### src/rtl/remote_comm_pkg.sv
// remote_comm_pkg: shared constants and sequencer state type for the robot command link
package remote_comm_pkg;
    localparam int BAUD_DIV_DEFAULT = 2604;
    localparam int UART_BITS = 10;
    typedef enum logic [2:0] {IDLE, SEND_HI, WAIT_HI, SEND_LO, WAIT_LO} seq_state_e;
endpackage

### src/rtl/remote_comm_uart.sv
// remote_comm_uart: byte UART tx/rx; REMOTE_COMM_FRAME_CHK_EN drops bytes with a bad stop bit
module remote_comm_uart
    import remote_comm_pkg::*;
#(
    parameter int BAUD_DIV = BAUD_DIV_DEFAULT
) (
    input  logic       clk,
    input  logic       rst,
    input  logic       tx_start,
    input  logic [7:0] tx_data,
    output logic       tx,
    output logic       tx_last,
    input  logic       rx,
    output logic       rx_start,
    output logic       rx_valid,
    output logic [7:0] rx_byte
);
    localparam int BW = $clog2(BAUD_DIV) + 1;
    localparam logic [BW-1:0] BAUD_END = BW'(BAUD_DIV - 1);
    localparam logic [BW-1:0] BAUD_HALF = BW'(BAUD_DIV / 2);
    localparam logic [3:0] LAST_BIT = 4'(UART_BITS - 1);

    logic [UART_BITS-1:0] tx_sh;
    logic                 tx_busy;
    logic [BW-1:0]        tx_baud;
    logic [3:0]           tx_bit;
    logic                 rx_s1, rx_s2, rx_prev, rx_busy, smp;
    logic [BW-1:0]        rx_baud;
    logic [3:0]           rx_bit;
    logic [7:0]           rx_sh;

    assign tx = tx_sh[0];
    // last clock of the stop bit: a new byte may load here for a gapless follow-on
    assign tx_last = tx_busy && tx_bit == LAST_BIT && tx_baud == BAUD_END;

    always_ff @(posedge clk) begin
        if (rst) begin
            tx_sh   <= '1;
            tx_busy <= 1'b0;
            tx_baud <= '0;
            tx_bit  <= '0;
        end else if (tx_start && (!tx_busy || tx_last)) begin
            tx_sh   <= {1'b1, tx_data, 1'b0};
            tx_busy <= 1'b1;
            tx_baud <= '0;
            tx_bit  <= '0;
        end else if (tx_busy) begin
            tx_baud <= (tx_baud == BAUD_END) ? '0 : tx_baud + 1'b1;
            if (tx_baud == BAUD_END) begin
                tx_sh   <= {1'b1, tx_sh[UART_BITS-1:1]};
                tx_bit  <= tx_last ? '0 : tx_bit + 1'b1;
                tx_busy <= !tx_last;
            end
        end
    end

    assign smp      = rx_busy && rx_baud == BAUD_END;
    assign rx_start = !rx_busy && rx_prev && !rx_s2;
    assign rx_byte  = rx_sh;
`ifdef REMOTE_COMM_FRAME_CHK_EN
    assign rx_valid = smp && rx_bit == LAST_BIT && rx_s2;
`else
    assign rx_valid = smp && rx_bit == LAST_BIT;
`endif

    // counter preloads to half a bit so every sample lands mid-bit
    always_ff @(posedge clk) begin
        if (rst) begin
            rx_s1   <= 1'b1;
            rx_s2   <= 1'b1;
            rx_prev <= 1'b1;
            rx_busy <= 1'b0;
            rx_baud <= '0;
            rx_bit  <= '0;
            rx_sh   <= '0;
        end else begin
            rx_s1   <= rx;
            rx_s2   <= rx_s1;
            rx_prev <= rx_s2;
            if (rx_start) begin
                rx_busy <= 1'b1;
                rx_baud <= BAUD_HALF;
                rx_bit  <= '0;
            end else if (rx_busy) begin
                rx_baud <= smp ? '0 : rx_baud + 1'b1;
                if (smp) begin
                    rx_bit  <= (rx_bit == LAST_BIT) ? '0 : rx_bit + 1'b1;
                    rx_busy <= rx_bit != LAST_BIT;
                    if (rx_bit != 4'd0 && rx_bit != LAST_BIT)
                        rx_sh <= {rx_s2, rx_sh[7:1]};
                end
            end
        end
    end
endmodule

### src/rtl/remote_comm.sv
// remote_comm: two-byte command sender and response receiver; REMOTE_COMM_FRAME_CHK_EN enables stop-bit check
module remote_comm
    import remote_comm_pkg::*;
#(
    parameter int BAUD_DIV = BAUD_DIV_DEFAULT
) (
    input  logic        clk,
    input  logic        rst,
    input  logic        RX,
    output logic        TX,
    input  logic [15:0] cmd,
    input  logic        snd_cmd,
    output logic        cmd_snt,
    output logic        resp_rdy,
    output logic [7:0]  resp
);
    seq_state_e state;
    logic       tx_start, tx_last, rx_start, rx_valid, accept;
    logic [7:0] tx_data, cmd_lo, rx_byte;

    assign accept = state == IDLE && snd_cmd;

    remote_comm_uart #(.BAUD_DIV(BAUD_DIV)) u_uart (
        .clk(clk),
        .rst(rst),
        .tx_start(tx_start),
        .tx_data(tx_data),
        .tx(TX),
        .tx_last(tx_last),
        .rx(RX),
        .rx_start(rx_start),
        .rx_valid(rx_valid),
        .rx_byte(rx_byte)
    );

    always_ff @(posedge clk) begin
        if (rst) begin
            state    <= IDLE;
            tx_start <= 1'b0;
            tx_data  <= '0;
            cmd_lo   <= '0;
            cmd_snt  <= 1'b0;
        end else begin
            cmd_snt <= 1'b0;
            case (state)
                IDLE: if (snd_cmd) begin
                    tx_data  <= cmd[15:8];
                    cmd_lo   <= cmd[7:0];
                    tx_start <= 1'b1;
                    state    <= SEND_HI;
                end
                SEND_HI: begin
                    tx_start <= 1'b0;
                    state    <= WAIT_HI;
                end
                WAIT_HI: if (tx_last) begin
                    tx_data  <= cmd_lo;
                    tx_start <= 1'b1;
                    state    <= SEND_LO;
                end
                SEND_LO: begin
                    tx_start <= 1'b0;
                    state    <= WAIT_LO;
                end
                WAIT_LO: if (tx_last) begin
                    cmd_snt <= 1'b1;
                    state   <= IDLE;
                end
                default: state <= IDLE;
            endcase
        end
    end

    always_ff @(posedge clk) begin
        if (rst) begin
            resp     <= 8'h00;
            resp_rdy <= 1'b0;
        end else if (rx_valid) begin
            resp     <= rx_byte;
            resp_rdy <= 1'b1;
        end else if (rx_start || accept) begin
            resp_rdy <= 1'b0;
        end
    end
endmodule

### config.mk
export PLATFORM = sky130hd
export DESIGN_NAME = remote_comm
export DESIGN_NICKNAME = d
export VERILOG_FILES = /design/src/rtl/remote_comm_pkg.sv /design/src/rtl/remote_comm_uart.sv /design/src/rtl/remote_comm.sv
export SDC_FILE = /design/constraint.sdc
export NUM_CORES = 1
export LEC_CHECK = 0
export CORE_MARGIN = 10
export CORE_UTILIZATION = 45
export DETAILED_ROUTE_END_ITERATION = 7
export GPL_TIMING_DRIVEN = 0
export PLACE_DENSITY = 0.61
export SETUP_SLACK_MARGIN = 0.05
export SLEW_MARGIN = 20
export SYNTH_ARGS = -nofsm -noshare
export SYNTH_HDL_FRONTEND = slang
export SYNTH_SLANG_ARGS = --single-unit
### constraint.sdc
create_clock -name clk -period 4.65 [get_ports clk]
set_input_delay 0.93 -clock clk [delete_from_list [all_inputs] [get_ports clk]]
set_output_delay 0.93 -clock clk [all_outputs]
set_load 0.05 [all_outputs]
* Yosys cells after proc, flatten, opt, wreduce, memory -nomap -nowiden *
Index checks and enable logic that the tools add are counted.

word-level totals
  bits in registers = 86
  input bits = 20
  output and inout port bits = 11

cells by class
  $add $sub $neg = 4
  eq/ne operators = 12
  multiplexer cells = 28
  bitwise operators = 2
  reductions and logical operators = 35

operators by type and width
  cell                                                                      number
  9-bit 2-to-1 mux                                                          3
  13-bit by 1-bit adder with 13-bit output (second input constant)          2
  13-bit by 12-bit equality test with 1-bit output (second input constant)  2
  13-bit 2-to-1 mux                                                         2
  11-bit 2-to-1 mux                                                         2
  8-bit 2-to-1 mux                                                          2
  8-bit one-hot mux with 2 select lines                                     1
  3-bit one-hot mux with 5 select lines                                     1
  1-bit 2-to-1 mux                                                          11
  2-bit nonzero test                                                        5
  1-bit logical AND                                                         9
  3-bit 2-to-1 mux                                                          3
  3-bit AND reduction                                                       3
  4-bit by 1-bit adder with 4-bit output (second input constant)            2
  4-bit equality test (second input constant)                               2
  4-bit 2-to-1 mux                                                          2
  2-bit AND reduction                                                       4
  2-bit OR reduction                                                        4
  3-bit by 2-bit equality test with 1-bit output (second input constant)    2
  1-bit zero test                                                           4
  2-bit by 1-bit inequality test with 1-bit output (second input constant)  2
  4-bit inequality test (second input constant)                             1
  4-bit AND reduction                                                       1
  4-bit nonzero test                                                        1
  other kinds (8)                                                           10

* Longest topological paths before layout *
  word-level depth = 7
  gate-level depth with buffers = 7

* Hierarchy *
From an unflattened synthesis, not the netlist that was laid out.

unflattened totals
  cell total of the unflattened synthesis = 443
  area, all modules = 3,980.1 sq um

modules (own cells, without submodules)
  module            instances  cells an instance  area an instance (sq um)
  remote_comm_uart  1          319                2,771.4
  remote_comm       1          124                1,208.7

* Worst setup path after synthesis *
OpenSTA, ideal clock, no wires.

  path type = register to register
  from = reg u_uart.tx_baud[6]
  to = reg tx_data[0]
  library setup time = 119 ps
  data arrival time = 2,239 ps
  data required time = 4,531 ps
  path slack = 2,292 ps
  stages on the path, launching flop included = 7
  clock period less this slack = 2,358 ps
  cell sequence = dfxtp_1 or4_4 or4_4 buf_6 or3_4 buf_6 o221a_1

between the ends
  longest elaborated chain between the ends = 4

ends and longest elaborated chain
  element                                                            line                    source
  start: declaration                                                 remote_comm_uart.sv:25  logic [BW-1:0] tx_baud;
  start signal: assignment                                           remote_comm_uart.sv:48  tx_baud <= (tx_baud == BAUD_END) ? '0 : tx_baud + 1'b1;
  13-bit by 12-bit equality test with 1-bit output                   remote_comm_uart.sv:34  assign tx_last = tx_busy && tx_bit == LAST_BIT && tx_baud == BAUD_END;
  1-bit logical AND                                                  remote_comm_uart.sv:34
  2-bit by 1-bit inequality test with 1-bit output (no source line)  -
  3-bit AND reduction (no source line)                               -
  end signal: assignment                                             remote_comm.sv:47       tx_data <= cmd[15:8];
  end signal: assignment                                             remote_comm.sv:57       tx_data <= cmd_lo;
  end: declaration                                                   remote_comm.sv:19       logic [7:0] tx_data, cmd_lo, rx_byte;

No other way between the ends.
A chain may end at the register's enable or synchronous reset.

* Worst setup path in the final report *
  from = in snd_cmd
  to = reg tx_data[3]

between the ends
  longest elaborated chain between the ends = 2

ends and longest elaborated chain
  element                                 line               source
  start: declaration                      remote_comm.sv:12  input logic snd_cmd,
  2-bit inequality test (no source line)  -
  3-bit AND reduction (no source line)    -

No other way between the ends.

==> impl_metrics.toml <==
[floorplan]
rows = 33
io_pins = 31
coreArea_sq_mm = 0.00822
initial_core_util_pct = 46.2
die_height_um = 112
die_w_um = 112
die-area_sq_mm = 0.0125

[sta]
rsz0062_at_grt = "no"
final.setup.tns_ns = 0
fin_ws_ns = 2.14
tightestPinTransition_ns = 0.905
timing.fmax_mhz = 398
period_minus_slack_ns = 2.51
finClkSkew_ns = 0.0126
period_share_pct = 54.0
setup_violations = 0
whs_ns = 0.416
drv_slew = 0
slew_headroom_pct = 39.1
hold_viol = 0

[placed_design]
hpwl_um = 6160
port-buffer-count = 29
preCtsSetupSlack_ns = 1.76
gp_congestion = 0.784

[power_and_ir_drop]
intPower_mw = 1.04
peakVddDrop_mv = 0.161
switching_share_pct = 27.0
switchingPower_mw = 0.384
seqPwrFrac_pct = 55.8
power.clock.fraction_pct = 34.6
leakagePower_nw = 1.47
combPwrFrac_pct = 9.6
powerDensity_mw_per_mm2 = 322

[finish]
syn2layout_area_growth_pct = 16.0
fillCellCount = 799
drive_gt1_share_pct = 7.74
multi_input_area_sq_mm = 0.00193
antenna_cells = 0
layout.nets = 497
seq_area_sq_mm = 0.00172

[setup_path]
path_max_fanout = 10
r2r-start = "u_uart.tx_baud[6]"
critPathLaunch = "snd_cmd"
endpoint = "tx_data[3]"
required_ns = 4.92
regToRegEndpoint = "tx_data[6]"
cp-end-kind = "flop"
cp-start-kind = "input port"
reg2reg_slack_ns = 2.18
worst_ep_arrival_time_ns = 2.78
reg2regPathDepth = 6
path_class = "in2reg"

[logic_synthesis]
synth_edf_count = 0
syn_inst = 433
synthArstFlopShare_pct = 0
synth_cell_types = 49
yosysSeqAreaShare_pct = 45.3
synth_seq_cells = 86
syn_area_per_cell_sq_um = 8.77
syn_area_sq_mm = 0.00380
yosysWarnings = 0
synth_ff_type = "dfxtp_1"
syn_nets = 457

[clock_tree]
holdBufCountCts = 0
cts_buffer_depth = 2
post-cts-setup-buffer-count = 0
clk-insertion-delay-late_ns = 0.37
cts_root_buf = "clkbuf_8"
cts_num_sinks = 86
numCtsBuffers = 9
clk_pin_slew_ns = 0.09
cts_repair_resize_count = 0
cts.htree.levels = 3
cts_tree = "done"

[drt]
topRoutingLayerUsed = "met4"
vias_per_cell = 5.51
dr_wl_met2_um = 4020
dr.pass1.iters = 4
m1WireLength_um = 4010
dr_total_vias = 3210
wl_met3_um = 260
drc = 0
wire_per_inst_um = 14.4
wirelength_um = 8410
antenna_left = 0
drtIter0Drc = 91

[outcome]
run_status = "completed"

[global_route]
first_global_vias = 3048
grt_start_max_net_pins = 17
antenna_found_initial = 0
grt_pass1_wl_um = 14500
grt-ovfl-total = 0
grt_usage_pct = 13.5

[worst_hold_path]
hold_start = "u_uart.rx_s1"
hold_class = "reg2reg"

[flow_run]
drv_cap = 0
layer usage:
layer / GRT usage [%] / vias to the layer above
met5: 0 / -
met4: 5.14 / 0
met3: 3.49 / 12
met2: 21.2 / 38
met1: 17.2 / 1517
li1: - / 1643
state kept, by name (all words and copies together) (netlist names):
signal	count
u_uart.rx_baud	13
u_uart.tx_baud	13
u_uart.tx_sh	9
cmd_lo	8
resp	8
tx_data	8
u_uart.rx_byte	8
u_uart.rx_bit	4
u_uart.tx_bit	4
state	3
cmd_snt	1
resp_rdy	1
tx_start	1
u_uart.rx_busy	1
u_uart.rx_prev	1
u_uart.rx_s1	1
u_uart.rx_s2	1
u_uart.tx_busy	1
placed cells by master (no fill, tap or decap), types with 4 or more instances in the layout:
cell type        instances
dfxtp_1                 86
a21oi_1                 42
nor2_1                  39
nand2_1                 33
nand3_1                 29
clkdlybuf4s50_1         29
o21ai_0                 27
clkbuf_1                17
nand4_1                 13
xor2_1                  12
mux2i_1                 10
nor3_1                   9
clkbuf_8                 9
xnor2_1                  8
o221a_1                  8
inv_1                    7
or3_1                    7
nand2b_1                 7
a2bb2oi_1                7
nor4_1                   6
nor2b_1                  5
and3_1                   4
buf_6                    4
a31oi_1                  4
a211oi_1                 4
ha_1                     4
kinds of logic (layout without fill, tap and decap cells):
| family | count (synthesis) | count (layout) | synth area share, % |
|---|---|---|---|
| compound gates | 102 | 102 | 16.9 |
| xor+xnor | 20 | 20 | 4.61 |
| fa+ha+maj | 4 | 4 | 1.32 |
| buf+inv | 32 | 77 | 4.12 |
| flops | 86 | 86 | 45.3 |
| mux | 10 | 10 | 2.64 |
| simple gates | 179 | 179 | 25.1 |
worst max-delay path: stages:
cell             delay [ns]
clkdlybuf4s50_1        0.55
or4b_2                 0.61
buf_6                  0.17
clkbuf_1               0.21
nor2_1                 0.14
nor2_1                 0.05
o221a_1                0.11
worst min-delay path by stage:
stage                        end  slack (ns)  cells after the start
global route        u_uart.rx_s2        0.44                      1
global placement    u_uart.rx_s2        0.40                      1
detailed placement  u_uart.rx_s2        0.39                      1
CTS                 u_uart.rx_s2        0.42                      1
floorplan           u_uart.rx_s2        0.39                      1
finish              u_uart.rx_s2        0.42                      1
Yosys cell counts (all sizes together) (9+ instances only):
cell type  instances  area (sq um)
nand4             13          81.3
a21oi             42           210
nand3             29           145
xor2              12           105
clkbuf            17          63.8
dfxtp             86          1720
nand2             33           124
mux2i             10           100
o21ai             28           140
nor3               9          45.0
nor2              39           146
metrics by stage:
step	cells	utilization [%]	power, mW	cell area, sq um
final	583	53.6	1.42	4410
after global routing	583	53.6	1.49	4410
after CTS	583	53.6	1.44	4410
after detailed placement	567	51.4	0.947	4230
after global placement	567	51.4	0.944	4220
after floorplan	433	-	0.901	3800
power groups by stage:
| stage | sequential [mW] | combinational (mW) | clock, mW |
|---|---|---|---|
| 4_1_cts | 0.794 | 0.137 | 0.506 |
| 3_5_place_dp | 0.811 | 0.137 | 0 |
| 5_1_grt | 0.799 | 0.152 | 0.540 |
| 3_3_place_gp | 0.810 | 0.134 | 0 |
| 6_report | 0.793 | 0.136 | 0.492 |
| 2_1_floorplan | 0.807 | 0.0945 | 0 |
cell type report:
cell class | instances | area share (%)
timing repair buffer | 29 | 6.59
multi-input combinational | 315 | 43.7
sequential | 86 | 39.1
clock buffer | 9 | 2.81
inverter | 7 | 0.596
clock inverter | 7 | 1.25
tap | 105 | 2.98
buffer | 25 | 2.95
No activity file was read; power rests on OpenSTA's default activity.
